### src/rtl/register_file_bypass_if.sv
// register_file_bypass_if: read, write and reserve bus between decode/writeback and the register file
interface register_file_bypass_if #(
    parameter int ADDR_WIDTH = 4,
    parameter int WIDTH = 32
);
    logic                  rd_en1;
    logic [ADDR_WIDTH-1:0] rd_addr1;
    logic                  rd_en2;
    logic [ADDR_WIDTH-1:0] rd_addr2;
    logic                  wr_en;
    logic [ADDR_WIDTH-1:0] wr_addr;
    logic [WIDTH-1:0]      wr_data;
    logic                  rsv_en;
    logic [ADDR_WIDTH-1:0] rsv_addr;
    logic [WIDTH-1:0]      dout1;
    logic                  dvalid1;
    logic                  dbusy1;
    logic [WIDTH-1:0]      dout2;
    logic                  dvalid2;
    logic                  dbusy2;

    modport master (
        output rd_en1, rd_addr1, rd_en2, rd_addr2, wr_en, wr_addr, wr_data, rsv_en, rsv_addr,
        input  dout1, dvalid1, dbusy1, dout2, dvalid2, dbusy2
    );
    modport slave (
        input  rd_en1, rd_addr1, rd_en2, rd_addr2, wr_en, wr_addr, wr_data, rsv_en, rsv_addr,
        output dout1, dvalid1, dbusy1, dout2, dvalid2, dbusy2
    );
endinterface

### src/rtl/register_file_bypass.sv
// register_file_bypass: 2-read/1-write register file with registered reads, write bypass,
// optional hardwired-zero R0 and a per-register busy scoreboard
module register_file_bypass #(
    parameter int ADDR_WIDTH = 4,
    parameter int WIDTH = 32,
    parameter int ZERO_R0 = 0,
    parameter int BYPASS = 1
) (
    input logic clk,
    input logic rst_n,
    register_file_bypass_if.slave bus
);
    localparam int DEPTH = 2 ** ADDR_WIDTH;

    logic [WIDTH-1:0] regs [DEPTH];
    logic [DEPTH-1:0] busy, wr_mask, rsv_mask;
    logic             wr_ok, rsv_ok, byp1, byp2, rbusy1, rbusy2;
    logic [WIDTH-1:0] rdata1, rdata2;

    always_comb begin
        wr_ok = bus.wr_en && !(ZERO_R0 != 0 && bus.wr_addr == '0);
        rsv_ok = bus.rsv_en && !(ZERO_R0 != 0 && bus.rsv_addr == '0);
        wr_mask = '0;
        rsv_mask = '0;
        wr_mask[bus.wr_addr] = wr_ok;
        rsv_mask[bus.rsv_addr] = rsv_ok;
        byp1 = BYPASS != 0 && wr_ok && bus.wr_addr == bus.rd_addr1;
        byp2 = BYPASS != 0 && wr_ok && bus.wr_addr == bus.rd_addr2;
        rdata1 = (ZERO_R0 != 0 && bus.rd_addr1 == '0) ? '0 : byp1 ? bus.wr_data : regs[bus.rd_addr1];
        rdata2 = (ZERO_R0 != 0 && bus.rd_addr2 == '0) ? '0 : byp2 ? bus.wr_data : regs[bus.rd_addr2];
        rbusy1 = !byp1 && busy[bus.rd_addr1];
        rbusy2 = !byp2 && busy[bus.rd_addr2];
    end

    always_ff @(posedge clk or negedge rst_n) begin
        if (!rst_n) begin
            for (int i = 0; i < DEPTH; i++) regs[i] <= '0;
        end else if (wr_ok) begin
            regs[bus.wr_addr] <= bus.wr_data;
        end
    end

    // reserve applied after the write clear so a new producer wins on the same edge
    always_ff @(posedge clk or negedge rst_n) begin
        if (!rst_n) busy <= '0;
        else busy <= (busy & ~wr_mask) | rsv_mask;
    end

    always_ff @(posedge clk or negedge rst_n) begin
        if (!rst_n) begin
            bus.dout1 <= '0;
            bus.dvalid1 <= 1'b0;
            bus.dbusy1 <= 1'b0;
            bus.dout2 <= '0;
            bus.dvalid2 <= 1'b0;
            bus.dbusy2 <= 1'b0;
        end else begin
            bus.dout1 <= bus.rd_en1 ? rdata1 : '0;
            bus.dvalid1 <= bus.rd_en1;
            bus.dbusy1 <= bus.rd_en1 && rbusy1;
            bus.dout2 <= bus.rd_en2 ? rdata2 : '0;
            bus.dvalid2 <= bus.rd_en2;
            bus.dbusy2 <= bus.rd_en2 && rbusy2;
        end
    end
endmodule

### src/flat_wrapper.sv
// flat-port wrapper written by rule: the top's interface ports become plain ports
module register_file_bypass_flat 
#(
    parameter int ADDR_WIDTH = 4,
    parameter int WIDTH = 32,
    parameter int ZERO_R0 = 0,
    parameter int BYPASS = 1
)
  (clk, rst_n, bus_rd_en1, bus_rd_addr1, bus_rd_en2, bus_rd_addr2, bus_wr_en, bus_wr_addr, bus_wr_data, bus_rsv_en, bus_rsv_addr, bus_dout1, bus_dvalid1, bus_dbusy1, bus_dout2, bus_dvalid2, bus_dbusy2);
  register_file_bypass_if #(.ADDR_WIDTH(ADDR_WIDTH), .WIDTH(WIDTH)) bus_i ();
  input logic clk;
  input logic rst_n;
  input wire logic [$bits(bus_i.rd_en1)-1:0] bus_rd_en1;
  input wire logic [$bits(bus_i.rd_addr1)-1:0] bus_rd_addr1;
  input wire logic [$bits(bus_i.rd_en2)-1:0] bus_rd_en2;
  input wire logic [$bits(bus_i.rd_addr2)-1:0] bus_rd_addr2;
  input wire logic [$bits(bus_i.wr_en)-1:0] bus_wr_en;
  input wire logic [$bits(bus_i.wr_addr)-1:0] bus_wr_addr;
  input wire logic [$bits(bus_i.wr_data)-1:0] bus_wr_data;
  input wire logic [$bits(bus_i.rsv_en)-1:0] bus_rsv_en;
  input wire logic [$bits(bus_i.rsv_addr)-1:0] bus_rsv_addr;
  output wire logic [$bits(bus_i.dout1)-1:0] bus_dout1;
  output wire logic [$bits(bus_i.dvalid1)-1:0] bus_dvalid1;
  output wire logic [$bits(bus_i.dbusy1)-1:0] bus_dbusy1;
  output wire logic [$bits(bus_i.dout2)-1:0] bus_dout2;
  output wire logic [$bits(bus_i.dvalid2)-1:0] bus_dvalid2;
  output wire logic [$bits(bus_i.dbusy2)-1:0] bus_dbusy2;
  assign bus_i.rd_en1 = bus_rd_en1;
  assign bus_i.rd_addr1 = bus_rd_addr1;
  assign bus_i.rd_en2 = bus_rd_en2;
  assign bus_i.rd_addr2 = bus_rd_addr2;
  assign bus_i.wr_en = bus_wr_en;
  assign bus_i.wr_addr = bus_wr_addr;
  assign bus_i.wr_data = bus_wr_data;
  assign bus_i.rsv_en = bus_rsv_en;
  assign bus_i.rsv_addr = bus_rsv_addr;
  assign bus_dout1 = bus_i.dout1;
  assign bus_dvalid1 = bus_i.dvalid1;
  assign bus_dbusy1 = bus_i.dbusy1;
  assign bus_dout2 = bus_i.dout2;
  assign bus_dvalid2 = bus_i.dvalid2;
  assign bus_dbusy2 = bus_i.dbusy2;
  register_file_bypass #(.ADDR_WIDTH(ADDR_WIDTH), .WIDTH(WIDTH), .ZERO_R0(ZERO_R0), .BYPASS(BYPASS)) u_core (.clk(clk), .rst_n(rst_n), .bus(bus_i));
endmodule
### config.mk
export PLATFORM = sky130hd
export DESIGN_NAME = register_file_bypass_flat
export DESIGN_NICKNAME = d
export VERILOG_FILES = /design/src/rtl/register_file_bypass_if.sv /design/src/rtl/register_file_bypass.sv /design/src/flat_wrapper.sv
export SDC_FILE = /design/constraint.sdc
export NUM_CORES = 1
export LEC_CHECK = 0
export CAP_MARGIN = 20
export CORE_UTILIZATION = 65
export CTS_CLUSTER_SIZE = 20
export DETAILED_ROUTE_END_ITERATION = 8
export PLACE_DENSITY_LB_ADDON = 0.25
export SYNTH_ARGS = -nofsm -noshare
export SYNTH_HDL_FRONTEND = slang
export SYNTH_SLANG_ARGS = --single-unit
### constraint.sdc
create_clock -name clk -period 2.85 [get_ports clk]
set_clock_uncertainty 0.05 [all_clocks]
set_input_delay 0.285 -clock clk [delete_from_list [all_inputs] [get_ports clk]]
set_output_delay 0.285 -clock clk [all_outputs]
set_load 0.05 [all_outputs]
# Word level (Yosys, flattened, before mapping)
# Index checks and enable logic that the tools add are counted.
# word_totals
ff_bits	596
input_bits	54
output_inout_bits	68
elab_cells	75
# op_classes
magnitude_cmp	10
eq_ne	2
muxes	21
n_bitwise	8
reduce_logical	11
# op_table
operator	n
bitwise mux 512 bit	1
2-to-1 mux 32 bit	9
binary-select mux 32 bit (select 4 bit)	2
demux 32 bit (select 4 bit)	1
bitwise AND 16 bit	3
< comparator 4 x 5 -> 1 bit (second input constant)	4
NOT 16 bit	1
bitwise OR 16 bit	1
>= comparator 5 bit (second input constant)	3
NOT 4 -> 5 bit	3
logical AND 1 bit	9
binary-select mux 1 bit (select 4 bit)	2
demux 1 bit (select 4 bit)	2
equality test 4 bit	2
>= comparator 4 x 1 -> 1 bit (second input constant)	2
< comparator 5 x 1 -> 1 bit (second input constant)	1
2-to-1 mux 1 bit	4
logical NOT 1 bit	2

# Longest topological paths before layout
# logic_depth
depth_word	8
depth_mapped	7
ltp_nobuf	4

# Worst setup path after synthesis
# Ideal clock, no wire load.
# synth_path
kind	input -> register
start	in bus_rd_addr2[0]
end	reg u_core.bus.dout2[0]
setup_time_ns	0.121
t_arrival_ns	1.720
t_required_ns	2.679
setup_slack_ns	0.959
cell_stages	7
n_path_buf	3
cell_sequence	buf_2 buf_6 buf_4 mux4_2 a22oi_1 nand2_1 a22o_1
# synth_between
elab_chain_cells	6
elab_cells_between_ends	8
cone_classes	eq/ne (1); mux (5); bitwise (1); reduce/logical (1)
# synth_rtl
item	line_no	text
start, declared	flat_wrapper.sv:16	input wire logic [$bits(bus_i.rd_addr2)-1:0] bus_rd_addr2;
NOT 4 -> 5 bit (implied by the code)	register_file_bypass.sv:30	rdata2 = (ZERO_R0 != 0 && bus.rd_addr2 == '0) ? '0 : byp2 ? bus.wr_data : regs[bus.rd_addr2];
binary-select mux 32 bit (select 4 bit)	register_file_bypass.sv:30	
2-to-1 mux 32 bit (implied by the code) (2 in a row)	register_file_bypass.sv:30	
2-to-1 mux 32 bit *	register_file_bypass.sv:30	
2-to-1 mux 32 bit *	register_file_bypass.sv:61	bus.dout2 <= bus.rd_en2 ? rdata2 : '0;
end signal, assigned	register_file_bypass.sv:61	
end, declared	register_file_bypass_if.sv:28	output dout1, dvalid1, dbusy1, dout2, dvalid2, dbusy2
# Every way passes the cells marked *; elsewhere a longest branch is shown, timed or not. The select of a mux whose other input is x is not followed.
# A chain may end at the register's enable or synchronous reset.

# Worst setup path in the final report
# layout_path
start	reg u_core.bus.dout2[31]
end	out bus_dout2[31]
# layout_lines
item	line_no	text
end, declared	flat_wrapper.sv:25	output wire logic [$bits(bus_i.dout2)-1:0] bus_dout2;
# No word-level cell between the ends.

==> results by group <==
Clocking
  • Root Buffer Master: clkbuf_16
  • Worst-path clk slew: roughly 0.07 ns
  • Cts bufs inserted: 60
  • H-tree depth: 2
  • Clk_lat worst skew: approximately 0.64 ns
  • CTS tree: yes
  • CTS Buffer Depth: 3
  • Clk sink count: roughly 600

Placement
  • Port Buf Inserts: about 120
  • DP Worst Slack: about 0.38 ns
  • Dpl cells: approximately 2.5k
  • GP Congestion: between 0.8 and 0.9
  • Post-DP HPWL: between 40,000 and 50,000 um

Drt
  • Remaining DRCs: 2
  • Via count: ~19k
  • Routed len/inst: 30.41 um
  • Final ANT Viol Nets: 0
  • Vias per inst: between 7 and 8
  • DRT Pass-1 Iters: 7
  • DR iter-0 viols: approximately 1.9k
  • DRT Wirelength: around 80,000 um

Finish
  • Non-filler cells, final: between 2k and 3k
  • Register Area: roughly 15,000 um^2
  • # nets final: between 2k and 2.5k
  • Commonest non-fill, non-tap cell in the layout: dfrtp_1
  • Layout cells sized above 1: between 30% and 40%
  • Most frequent cells in the layout: 596 x dfrtp_1, 281 x mux2_1, 266 x mux4_2
  • Fillers: between 2k and 3k
  • Multi-input logic area: approximately 14,000 um^2
  • P&R area growth vs syn: 14.91%

Critical path
  • Crit. End Element: output pin
  • Cell family with most CP delay: buffers and inverters
  • Slowest cell delay on critical path: just over 0.8 ns
  • Worst path required time: ~2.5 ns
  • CP max stage cell: clkdlybuf4s50_1
  • Buffers and inverters on the worst path: 1
  • Arrival time worst endpoint: around 1.9 ns
  • Max FO, Critical Path: 1
  • Setup CP Type: reg2out
  • Startpoint Class: flop
  • Critical path cell sequence: clkdlybuf4s50_1

Logic synthesis
  • Ys Warns: 0
  • EDFF count, synth: 0
  • Syn Std Cell Area: roughly 30,000 um^2
  • Sequential area share after synthesis: ~50%
  • Cells after Synth: roughly 1.9k
  • Syn_area_per_cell: ~16 um^2
  • Distinct cells, synth: 28
  • Primary FF master, synth: dfrtp_1
  • Net Count, Synth: just under 2k
  • Synth Register Bits: around 600
  • Async SR Flop Fraction: 100.0%

Status
  • Failing checks: DRC
  • Outcome: complete, but fails checks

STA
  • Final Hold Fails: 0
  • Slew @ Worst Pin: around 0.73 ns
  • Setup WS post-layout: around 0.62 ns
  • Fin crit period: about 2.2 ns
  • Final setup violation count: 0
  • Post-route clock period utilization: between 70% and 80%
  • Final-report max-slew violation count: 0
  • Peak Freq: ~450 MHz
  • Slew headroom: 51.01%
  • Setup tns final: 0 ns
  • RSZ-0062 raised after global routing: false

Floorplanning
  • Die H: roughly 220 um
  • Core Footprint: between 40,000 and 50,000 um^2
  • Die Area: ~47,000 um^2
  • Initial Utilization: about two thirds
  • Die Wd: 216.4 um
  • Row count: 78
  • Io pins: around 120

Power
  • Net switching fraction of the power: 27.97%
  • NetSw: 7235 uW
  • Combinational Power Share: between 20% and 30%
  • P_leak: about 0.014 uW
  • Max VDD drop: 577.7 uV
  • Sequential share of power: 45.4%
  • Power share of the clock group: between 30% and 40%
  • Ratio of total power to cell area: between 700 and 800 nW/um^2
  • Cell Int Power: 18,630 uW

Global route
  • Total GRT Usage: between 30% and 40%
  • Vias in the first global route: a little over 20k
  • Grt total ovfl: 0
  • Pin count of the biggest net entering global routing: 100
  • Initial antenna violation count: 2
  • First-pass GRT wire length: about 120,000 um

Worst hold path
  • Worst hold-check path type: in2reg

Flow run
  • Number of max-cap violations: 0
## cell type report
| cell class | count | area share, % |
|---|---|---|
| repair buffers | 200 | 6.955 |
| well taps | 600 | 2.187 |
| diodes | 2 | 0.01458 |
| clock inverters | 24 | 0.8967 |
| clock buffers | 86 | 5.187 |
| inverters | 5 | 0.05468 |
| flip-flops and latches | 596 | 43.45 |
| multi-input cells | 1120 | 41.26 |
## final timing paths
check                                               start                             end  slack [ns]  cells past startpoint
max in group asynchronous                           rst_n   u_core.bus.dout2[9]$_DFF_PN0_        1.55                      3
max                        u_core.bus.dout2[31]$_DFF_PN0_                   bus_dout2[31]        0.62                      1
min                                            bus_rd_en1    u_core.bus.dvalid1$_DFF_PN0_        0.10                      1
min in group asynchronous                           rst_n  u_core.bus.dout1[24]$_DFF_PN0_        0.19                      2
min reg2reg                    u_core.regs[9]$_DFFE_PN0P_      u_core.regs[9]$_DFFE_PN0P_        0.46                      1
max reg2reg                      u_core.busy[3]$_DFF_PN0_     u_core.bus.dbusy1$_DFF_PN0_        1.14                      3
## cells by family (layout without fill, tap and decap cells)
kind of cell	after synthesis	count (layout)	share of synthesized area (%)
AO/OA/AOI/OAI	219	219	5.638
XOR/XNOR	8	8	0.2346
buffers and inverters	197	315	3.162
flip-flops	596	596	49.93
multiplexers	778	778	39.35
other	0	2	0
AND/OR/NAND/NOR	115	115	1.684
## cells in the mapped netlist, types with 8 or more instances
library cell    n  area (um^2)
dfrtp_1       596        14910
mux2_1        281         3164
mux4_2        266         5991
mux2_2        231         2601
a22oi_1       128        960.9
clkbuf_1       97        364.1
nand2_1        74        277.8
buf_2          68        340.3
a22o_1         64        560.5
o21ai_0        18        90.09
buf_4          12        90.09
nor2_1         12        45.04
buf_6          10        112.6
xnor2_1         8        70.07
## state kept, by name, summed over array words and instances, names as in the netlist
register and flops:
u_core.bus.dbusy1 1, u_core.bus.dout1 32, u_core.busy 16, u_core.bus.dvalid2 1, u_core.bus.dbusy2 1, u_core.regs 512, u_core.bus.dout2 32, u_core.bus.dvalid1 1
## metal layers
| metal | share of wire (%) | track usage [%] | up-vias |
|---|---|---|---|
| met5 | 0.015 | 0 | - |
| met4 | 4.9 | 17.39 | 2 |
| met3 | 8.5 | 7.481 | 285 |
| met2 | 49 | 56.28 | 935 |
| met1 | 38 | 47.90 | 10141 |
| li1 | - | - | 7596 |
## stage by stage
| stage | utilization, % | instance area, um^2 | hold WS, ns | total power, uW |
|---|---|---|---|---|
| 2_1_floorplan | - | 29870 | -0.06059 | 15680 |
| 3_3_place_gp | 71.00 | 32220 | 0.2641 | 17140 |
| 3_5_place_dp | 71.00 | 32220 | 0.2658 | 17560 |
| 4_1_cts | 75.63 | 34320 | 0.07673 | 25900 |
| 5_1_grt | 75.63 | 34320 | 0.08162 | 26870 |
| 6_report | 75.64 | 34330 | 0.1005 | 25870 |
## repair_timing
item	in CTS	in global routing
buffers inserted	0	0
endpoints found under the hold margin	56	0
hold buffers	1	0
resized for setup	0	0
## power by group through the flow
| stage | combinational [uW] | clock, uW | sequential, uW |
|---|---|---|---|
| floorplan | 3840 | 0 | 11800 |
| global placement | 5570 | 0 | 11600 |
| detailed placement | 5760 | 0 | 11800 |
| CTS | 5820 | 8410 | 11700 |
| global route | 6160 | 8760 | 11900 |
| finish | 5790 | 8330 | 11700 |
Power figures use the tool's default switching activity.
